===== config.mk =====
export PLATFORM = sky130hd
export DESIGN_NAME = flag_cond_unit
export DESIGN_NICKNAME = d
export VERILOG_FILES = /design/src/rtl/flag_cond_unit.sv
export SDC_FILE = /design/constraint.sdc
export NUM_CORES = 1
export LEC_CHECK = 0
export ABC_CLOCK_PERIOD_IN_PS = 4200
export CAP_MARGIN = 20
export CORE_ASPECT_RATIO = 0.6
export CORE_UTILIZATION = 40
export DETAILED_ROUTE_END_ITERATION = 16
export GPL_TIMING_DRIVEN = 0
export PLACE_DENSITY_LB_ADDON = 0.12
export SLEW_MARGIN = 5
export SYNTH_ARGS = -nofsm -noshare
export SYNTH_HDL_FRONTEND = slang
export SYNTH_SLANG_ARGS = --single-unit

===== constraint.sdc =====
create_clock -name clk_i -period 4.2 [get_ports clk_i]
set_input_delay 0.84 -clock clk_i [delete_from_list [all_inputs] [get_ports clk_i]]
set_output_delay 0.84 -clock clk_i [all_outputs]
set_load 0.01 [all_outputs]

===== src/rtl/flag_cond_unit.sv =====
// Flag register and outstanding-op tracker for the ALU compare path.
// Answers branch-unit condition queries once all flag writes older than the query have landed.
module flag_cond_unit #(
  parameter int MAX_PENDING = 3,
  localparam int CNT_W = $clog2(MAX_PENDING + 1)
) (
  input  logic             clk_i,
  input  logic             rst_i,
  input  logic             issue_i,
  output logic             issue_ready_o,
  input  logic             flags_we_i,
  input  logic [3:0]       flags_i,
  output logic [3:0]       flags_o,
  input  logic             req_valid_i,
  output logic             req_ready_o,
  input  logic [3:0]       cond_i,
  output logic             resp_valid_o,
  input  logic             resp_ready_i,
  output logic             taken_o,
  output logic             err_o,
  output logic [1:0]       dbg_state_o,
  output logic [CNT_W-1:0] dbg_pending_o
);

  // Handshakes: a query transfers on a rising edge where req_valid_i && req_ready_o;
  // a response is offered with resp_valid_o, taken_o held stable, until resp_ready_i is seen high.

  typedef enum logic [1:0] {IDLE = 2'd0, WAIT = 2'd1, RESP = 2'd2} state_t;

  localparam logic [CNT_W-1:0] ONE  = CNT_W'(1);
  localparam logic [CNT_W-1:0] MAXP = CNT_W'(MAX_PENDING);

  state_t           state, state_next;
  logic [3:0]       flags_q, flags_next;
  logic [CNT_W-1:0] pending, pending_next;
  logic [CNT_W-1:0] wait_cnt, wait_next;
  logic [3:0]       cond_q, cond_next;
  logic             taken_q, taken_next;
  logic             err_q, err_set;
  logic             full, issue_acc, write_ret;

  function automatic logic eval_cond(input logic [3:0] c, input logic [3:0] f);
    logic v, n, z, cf, r;
    v  = f[3];
    n  = f[2];
    z  = f[1];
    cf = f[0];
    r  = 1'b0;
    case (c)
      4'h0: r = z;
      4'h1: r = !z;
      4'h2: r = cf;
      4'h3: r = !cf;
      4'h4: r = !cf && !z;
      4'h5: r = cf || z;
      4'h6: r = n ^ v;
      4'h7: r = !(n ^ v);
      4'h8: r = !z && !(n ^ v);
      4'h9: r = z || (n ^ v);
      4'hA: r = n;
      4'hB: r = !n;
      4'hC: r = v;
      4'hD: r = !v;
      4'hE: r = 1'b1;
      4'hF: r = 1'b0;
      default: r = 1'b0;
    endcase
    return r;
  endfunction

  // A write with nothing in flight retires nothing; an issue into a full tracker is dropped.
  always_comb begin
    flags_next   = flags_we_i ? flags_i : flags_q;
    full         = (pending == MAXP);
    issue_acc    = issue_i && (!full || flags_we_i);
    write_ret    = flags_we_i && ((pending != '0) || issue_i);
    err_set      = (flags_we_i && (pending == '0) && !issue_i) ||
                   (issue_i && full && !flags_we_i);
    pending_next = pending;
    if (issue_acc && !write_ret)
      pending_next = pending + ONE;
    else if (!issue_acc && write_ret)
      pending_next = pending - ONE;
  end

  always_comb begin
    state_next = state;
    wait_next  = wait_cnt;
    cond_next  = cond_q;
    taken_next = taken_q;
    case (state)
      IDLE: begin
        if (req_valid_i) begin
          cond_next = cond_i;
          // Same-cycle issue counts as older than the query.
          if (pending_next == '0) begin
            taken_next = eval_cond(cond_i, flags_next);
            state_next = RESP;
          end else begin
            wait_next  = pending_next;
            state_next = WAIT;
          end
        end
      end
      WAIT: begin
        if (flags_we_i) begin
          if (wait_cnt == ONE) begin
            taken_next = eval_cond(cond_q, flags_next);
            state_next = RESP;
          end else begin
            wait_next = wait_cnt - ONE;
          end
        end
      end
      RESP: begin
        if (resp_ready_i) state_next = IDLE;
      end
      default: state_next = IDLE;
    endcase
  end

  always_ff @(posedge clk_i) begin
    if (rst_i) begin
      state    <= IDLE;
      flags_q  <= '0;
      pending  <= '0;
      wait_cnt <= '0;
      cond_q   <= '0;
      taken_q  <= 1'b0;
      err_q    <= 1'b0;
    end else begin
      state    <= state_next;
      flags_q  <= flags_next;
      pending  <= pending_next;
      wait_cnt <= wait_next;
      cond_q   <= cond_next;
      taken_q  <= taken_next;
      err_q    <= err_q || err_set;
    end
  end

  assign flags_o       = flags_q;
  assign issue_ready_o = !full;
  assign req_ready_o   = (state == IDLE);
  assign resp_valid_o  = (state == RESP);
  assign taken_o       = taken_q;
  assign err_o         = err_q;
  assign dbg_state_o   = state;
  assign dbg_pending_o = pending;

endmodule


==> results of run 1 <==
==> area by class of cell <==
| cell class | instances | area (µm²) |
|---|---|---|
| clock buffers | 4 | 55.05 |
| well taps | 32 | 40.04 |
| flip-flops and latches | 16 | 320.3 |
| repair buffers | 24 | 240.2 |
| plain buffers | 9 | 42.54 |
| multi-input cells | 109 | 772.0 |
| inverters | 9 | 33.78 |
| fillers | 249 | 1124 |
==> kinds of logic after synthesis <==
| group | share of synthesized area |
|---|---|
| AND/OR/NAND/NOR | 0.2174 |
| AO/OA/AOI/OAI | 0.2067 |
| buffers and inverters | 0.06531 |
| flip-flops | 0.2741 |
| multiplexers | 0.1445 |
| XOR/XNOR | 0.05996 |
| adder cells (fa/ha/maj) | 0.03212 |
==> synth_stat cells (4+ instances only) <==
library cell / n / area [µm²]
sky130_fd_sc_hd__nor2_1: 20 / 75.07
sky130_fd_sc_hd__dfxtp_1: 16 / 320.3
sky130_fd_sc_hd__a211oi_1: 6 / 45.04
sky130_fd_sc_hd__clkbuf_1: 7 / 26.28
sky130_fd_sc_hd__nor2b_1: 5 / 31.28
sky130_fd_sc_hd__xnor2_1: 6 / 52.55
sky130_fd_sc_hd__mux2_2: 5 / 56.30
sky130_fd_sc_hd__mux2i_1: 9 / 90.09
sky130_fd_sc_hd__inv_1: 9 / 33.78
sky130_fd_sc_hd__o21ai_0: 4 / 20.02
sky130_fd_sc_hd__nand2_1: 7 / 26.28
sky130_fd_sc_hd__nand3b_1: 4 / 30.03
sky130_fd_sc_hd__a21oi_1: 5 / 25.02
==> power by group <==
part / switching, W / total [W] / internal [W]
Clock: 0.0000555 / 0.000139 / 0.0000833
Combinational: 0.000105 / 0.000209 / 0.000104
Sequential: 0.0000157 / 0.000187 / 0.000171
Total: 0.000176 / 0.000534 / 0.000358
==> final timing paths <==
path                                  startpoint           to  slack, ns
worst max-delay path                  flags_we_i      taken_o       1.17
worst min-delay path                       err_o        err_o       0.48
worst max register to register  dbg_pending_o[0]  wait_cnt[0]       2.02
worst min register to register             err_o        err_o       0.48
==> worst reg2reg max path, delay by kind of cell, from the launching register on <==
kind,cells,cell delay (ns)
DFF,1,0.40
AOI/OAI and AO/OA,4,1.05
adders and majority gates,1,0.30
buffers and inverters,1,0.06
muxes,1,0.26
==> flip-flops by register name (all words and copies together) (netlist names) <==
register	count
cond_q	4
flags_o	4
taken_o	1
dbg_pending_o	2
err_o	1
dbg_state_o	2
wait_cnt	2
==> cell usage in the layout (no fill, tap or decap), drive strengths merged, types with 6 or more instances in the layout <==
cell	instances
dfxtp	16
xnor2	6
inv	9
clkdlybuf4s50	24
a211oi	6
mux2i	9
nor2	20
nand2	7
clkbuf	11
==> layer usage <==
metal,global-route usage,part of all wire,vias up
met5,0,0,-
met3,0.05581,0.081,4
li1,-,-,574
met4,0.04706,0.0070,0
met1,0.2917,0.50,534
met2,0.3189,0.41,39
==> through the flow <==
step	utilization	power, W	setup WS, ns	hold WS, ns
after detailed placement	0.5514	0.0003968	0.9894	0.4717
after global placement	0.5514	0.0003889	1.010	0.4501
after global routing	0.5724	0.0005687	1.028	0.5273
after floorplan	-	0.0003222	1.841	0.4437
final	0.5724	0.0005343	1.173	0.4825
after CTS	0.5724	0.0005400	1.215	0.4888
==> impl_results.md, run 1 <==
* Drc violations at 0
* Fin cells at 203
* Largest stage delay on the critical path at 0.56 ns
* First-pass detailed-route iteration total at 4
* Via count at 1151
* Final count of hold timing violations at 0
* Detailed Place HPWL at 2.351 mm
* Required time of the critical path at 4.31 ns
* Final weighted congestion in routability-driven placement at 0.8055
* Critical path startpoint category: input pin
* Final design instance area without fill at 1504 µm²
* Initial core utilization at 0.4448
* Count of inserted antenna diode cells at 0
* Total Nets Final at 189
* Number of top-level design ports at 27
* Number of CTS-inserted buffers at 3
* Quantity of I/O buffers inserted on ports at 24
* Site row count at 14
* Tightest Hold Check Type: reg2reg
* Share of post-route cells with drive strength above 1 at 0.08187
* Outcome: finished clean
* Setup violations, final at 0
* Via count of the first global-routing pass at 1045
* Worst path bufs/invs at 2
* Proportion of synthesized chip area in sequential cells at 0.2741
* First-pass GRT wire length at 4.968 mm
* Post-placement cell count at 199
* Count of antenna-violating nets left after detailed routing at 0
* Sum of negative setup slack at 0 ns
* CP max FO at 10
* Initial antenna violation count at 0
* Clock sinks at 16
* Core area at 2628 µm²
* CTS H-Tree Depth at 1
* Drt total wl at 2.991 mm
* Cells after Synth at 143
* Number of warnings issued by yosys at 0
* Clock tree from TritonCTS: yes
* Most used cell along the critical path: sky130_fd_sc_hd__o311ai_0
* Kind of end point of the critical path: flop
* DR vias/cell at 5.670
* Pleak at 0.5562 nW
* Clock tree root buffer cell: sky130_fd_sc_hd__clkbuf_8
* Highest attainable clock frequency at 0.3304 GHz
* Count of max-cap constraint violations at 0
* Worst hold stages at 2
* Series of cell instances along the critical path: clkdlybuf4s50_1 > buf_6 > mux2i_1 > xnor2_1 > o311ai_0 > o311ai_0 > a41oi_1 > a311oi_1
* Share of flip-flops with an asynchronous set or reset after synthesis at 0
* Die height at 43.87 µm
* Category of the critical setup timing path: in2reg
* Actual slew at the worst max-slew pin at 0.5143 ns
* Routed length per placed instance at 14.73 µm
* Post-synthesis to final-layout area growth at 28.69%
* Crit path arrival time at 3.13 ns
* Total global-route track usage at 0.2074
* Clock slew seen by the registers of the worst setup and hold paths at 0.07 ns
* Total of flip-flops plus latches after synthesis at 16
* Cell with the largest stage delay on the worst path: sky130_fd_sc_hd__clkdlybuf4s50_1
* Post-CTS repair timing setup buffer count at 0
* # hold bufs at CTS at 0
* Worst slew margin at 0.6474
* Clock skew after layout at 0.005038 ns
* Maximum number of pins on one net before global-route repair at 11
* Cells on worst reg2reg path at 7
* Area after DPL at 1449 µm²
* Chip Width at 71.78 µm
* Average cell area after synthesis at 8.172 µm²
* Number of DRC markers in iteration 0 at 50
* Most common flop cell mapped by yosys: sky130_fd_sc_hd__dfxtp_1
* CTS max path bufs at 2
* Number of enable flip-flop cells after synthesis at 0
* Resized Gates After CTS at 0
* Synth Cell Area at 1169 µm²
* Final critical path time including I/O delays and setup at 3.027 ns
* Family of cells with the greatest summed delay on the critical path: compound AO/OA/AOI/OAI gates
* Worst skew pair latency at 0.25 ns
* Tcrit/Tclk final at 0.7207
* Net count after synthesis at 160
* Total count of max-transition violations in the final report at 0
* Unrepaired setup endpoints after global routing: no
* Synth cell types at 41
* Global route overflow at 0
* Worst IR drop on VDD at 0.1822 mV
* WP depth at 8
* Die outline area at 3149 µm²
* Pwr per Cell Area at 355.3 nW/µm²
(Power assumes the default switching activity.)
==> inputs of run 2 (changes only) <==
- ABC_CLOCK_PERIOD_IN_PS: 4200 -> 2600
- clock period: 4.2 -> 2.6 ns (I/O delays scaled with it)
==> impl_results.md, run 2 (synthesis gave the netlist of run 1 again) <==
* Total Nets Final at 189 (unchanged)
* Drc violations at 0 (unchanged)
* Clock sinks at 16 (unchanged)
* Quantity of I/O buffers inserted on ports at 24 (unchanged)
* Endpoint of the worst hold path: err_o (unchanged)
* Clock tree root buffer cell: sky130_fd_sc_hd__clkbuf_8 (unchanged)
* First-pass GRT wire length at 4.961 mm (was 4.968 mm)
* Clock tree from TritonCTS: yes (unchanged)
* Post-CTS repair timing setup buffer count at 0 (unchanged)
* Post-synthesis to final-layout area growth at 30.30% (was 28.69%)
* Post-Route Hold Slack at 0.4825 ns (about the same)
* CTS H-Tree Depth at 1 (unchanged)
* Kind of end point of the critical path: flop (unchanged)
* Global route overflow at 0 (unchanged)
* Total power of the final layout at 0.0008681 W (was 0.0005343 W)
* Setup violations, final at 0 (unchanged)
* Series of cell instances along the critical path: clkdlybuf4s50_1 > or2_2 > mux4_2 > xnor2_1 > nor4b_1 > a41oi_1 > a311oi_1 (was clkdlybuf4s50_1 > buf_6 > mux2i_1 > xnor2_1 > o311ai_0 > o311ai_0 > a41oi_1 > a311oi_1)
* Via count at 1146 (was 1151)
* Unrepaired setup endpoints after global routing: no (unchanged)
* Count of max-cap constraint violations at 0 (unchanged)
* Reg-to-reg critical path startpoint: dbg_pending_o[1] (was dbg_pending_o[0])
* Maximum number of pins on one net before global-route repair at 11 (unchanged)
* Die height at 43.87 µm (unchanged)
* Pleak at 0.5548 nW (was 0.5562 nW)
* Required time of the critical path at 2.76 ns (was 4.31 ns)
* Routed length per placed instance at 14.80 µm (was 14.73 µm)
* Total global-route track usage at 0.2084 (was 0.2074)
* Tightest Hold Check Type: reg2reg (unchanged)
* Clock slew seen by the registers of the worst setup and hold paths at 0.07 ns (about the same)
* Via count of the first global-routing pass at 1040 (was 1045)
* Tcrit/Tclk final at 0.9489
* Actual slew at the worst max-slew pin at 0.5183 ns (was 0.5143 ns)
* Outcome: finished clean (unchanged)
* CP max FO at 2 (was 10)
* Largest stage delay on the critical path at 0.50 ns (was 0.56 ns)
* Hold path start: err_o (unchanged)
* Number of CTS-inserted buffers at 3 (unchanged)
* Worst IR drop on VDD at 0.2947 mV (was 0.1822 mV)
* Clock skew after layout at 0.005189 ns (was 0.005038 ns)
* Total count of max-transition violations in the final report at 0 (unchanged)
* # hold bufs at CTS at 0 (unchanged)
* Highest attainable clock frequency at 0.4053 GHz
* Worst slew margin at 0.6534 (was 0.6474)
* Final weighted congestion in routability-driven placement at 0.8055 (unchanged)
* Most frequent standard cell in the layout excluding fill and tap cells: sky130_fd_sc_hd__clkdlybuf4s50_1 (unchanged)
* Share of post-route cells with drive strength above 1 at 0.09357 (was 0.08187)
* Drt total wl at 3.004 mm (was 2.991 mm)
* Critical path startpoint category: input pin (unchanged)
* Core area at 2628 µm² (unchanged)
* Count of antenna-violating nets left after detailed routing at 0 (unchanged)
* Final critical path time including I/O delays and setup at 2.467 ns
* Chip Width at 71.78 µm (unchanged)
* Register-to-register setup slack at 0.42 ns (was 2.02 ns)
* Cells on worst reg2reg path at 7 (unchanged)
* Pwr per Cell Area at 570.1 nW/µm² (was 355.3 nW/µm²)
* Number of DRC markers in iteration 0 at 50 (unchanged)
* Number of top-level design ports at 27 (unchanged)
* DR vias/cell at 5.645 (was 5.670)
* Worst hold stages at 2 (unchanged)
* CTS max path bufs at 2 (unchanged)
* Leading cell types in the layout, fill and taps excluded: sky130_fd_sc_hd__clkdlybuf4s50_1 (24), sky130_fd_sc_hd__nor2_1 (20), sky130_fd_sc_hd__dfxtp_1 (16) (unchanged)
* Site row count at 14 (unchanged)
* Cell with the largest stage delay on the worst path: sky130_fd_sc_hd__mux4_2 (was sky130_fd_sc_hd__clkdlybuf4s50_1)
* Count of inserted antenna diode cells at 0 (unchanged)
* Initial antenna violation count at 0 (unchanged)
* Category of the critical setup timing path: in2reg (unchanged)
* Final count of hold timing violations at 0 (unchanged)
* Worst flop-to-flop path endpoint: wait_cnt[0] (unchanged)
* Die outline area at 3149 µm² (unchanged)
* First-pass detailed-route iteration total at 4 (unchanged)
* Sum of negative setup slack at 0 ns (unchanged)
* Detailed Place HPWL at 2.351 mm (unchanged)
* Crit path arrival time at 2.63 ns (was 3.13 ns)
* Initial core utilization at 0.4448 (unchanged)
* Worst skew pair latency at 0.25 ns (about the same)
[run 2: worst max-delay path: cells and delay by family]
kind | cells | cell delay (ns)
muxes | 1 | 0.50
xor gates and xnor gates | 1 | 0.14
AOI/OAI and AO/OA | 2 | 0.37
and+or+nand+nor | 2 | 0.62
buffers and inverters | 1 | 0.47
[run 2: per-stage QoR]
stage | utilization | instances | setup WS, ns | area [µm²]
final | 0.5795 | 203 | 0.1330 | 1523
after detailed placement | 0.5514 | 199 | -0.2906 | 1449
after global routing | 0.5795 | 203 | 0.01191 | 1523
after CTS | 0.5738 | 203 | 0.03439 | 1508
after floorplan | - | 143 | 0.5614 | 1169
after global placement | 0.5514 | 199 | -0.2700 | 1449
[run 2: power breakdown]
part / switching, W / total (W) / internal (W)
logic: 0.000171 / 0.000342 / 0.000171
registers: 0.0000261 / 0.000302 / 0.000276
clock network: 0.0000898 / 0.000224 / 0.000134
total: 0.000287 / 0.000868 / 0.000581
[run 2: worst max path at each step]
stage | endpoint | start | slack (ns)
finish | taken_o | flags_i[0] | 0.13
global route | taken_o | flags_we_i | 0.01
CTS | taken_o | flags_we_i | 0.03
detailed placement | taken_o | flags_we_i | -0.29
global placement | taken_o | flags_we_i | -0.27
floorplan | taken_o | flags_i[0] | 0.56
[run 2: routing by layer]
| layer | global-route usage | wire, µm |
|---|---|---|
| met4 | 0.04706 | 21 |
| met3 | 0.05581 | 217 |
| met2 | 0.3245 | 1237 |
| met1 | 0.2903 | 1528 |
| met5 | 0 | 0 |
[run 2: what timing repair did]
item / CTS / global route
endpoints found under the hold margin: 0 / 0
endpoints found under the setup margin: 1 / 1
resized for setup: 1 / 4
[run 2: final cells by class]
type / instances / area [µm²]
fill: 246 / 1105
multi-input combinational: 109 / 788.3
sequential: 16 / 320.3
timing repair buffer: 24 / 240.2
clock buffer: 4 / 55.05
buffer: 9 / 45.04
tap: 32 / 40.04
inverter: 9 / 33.78
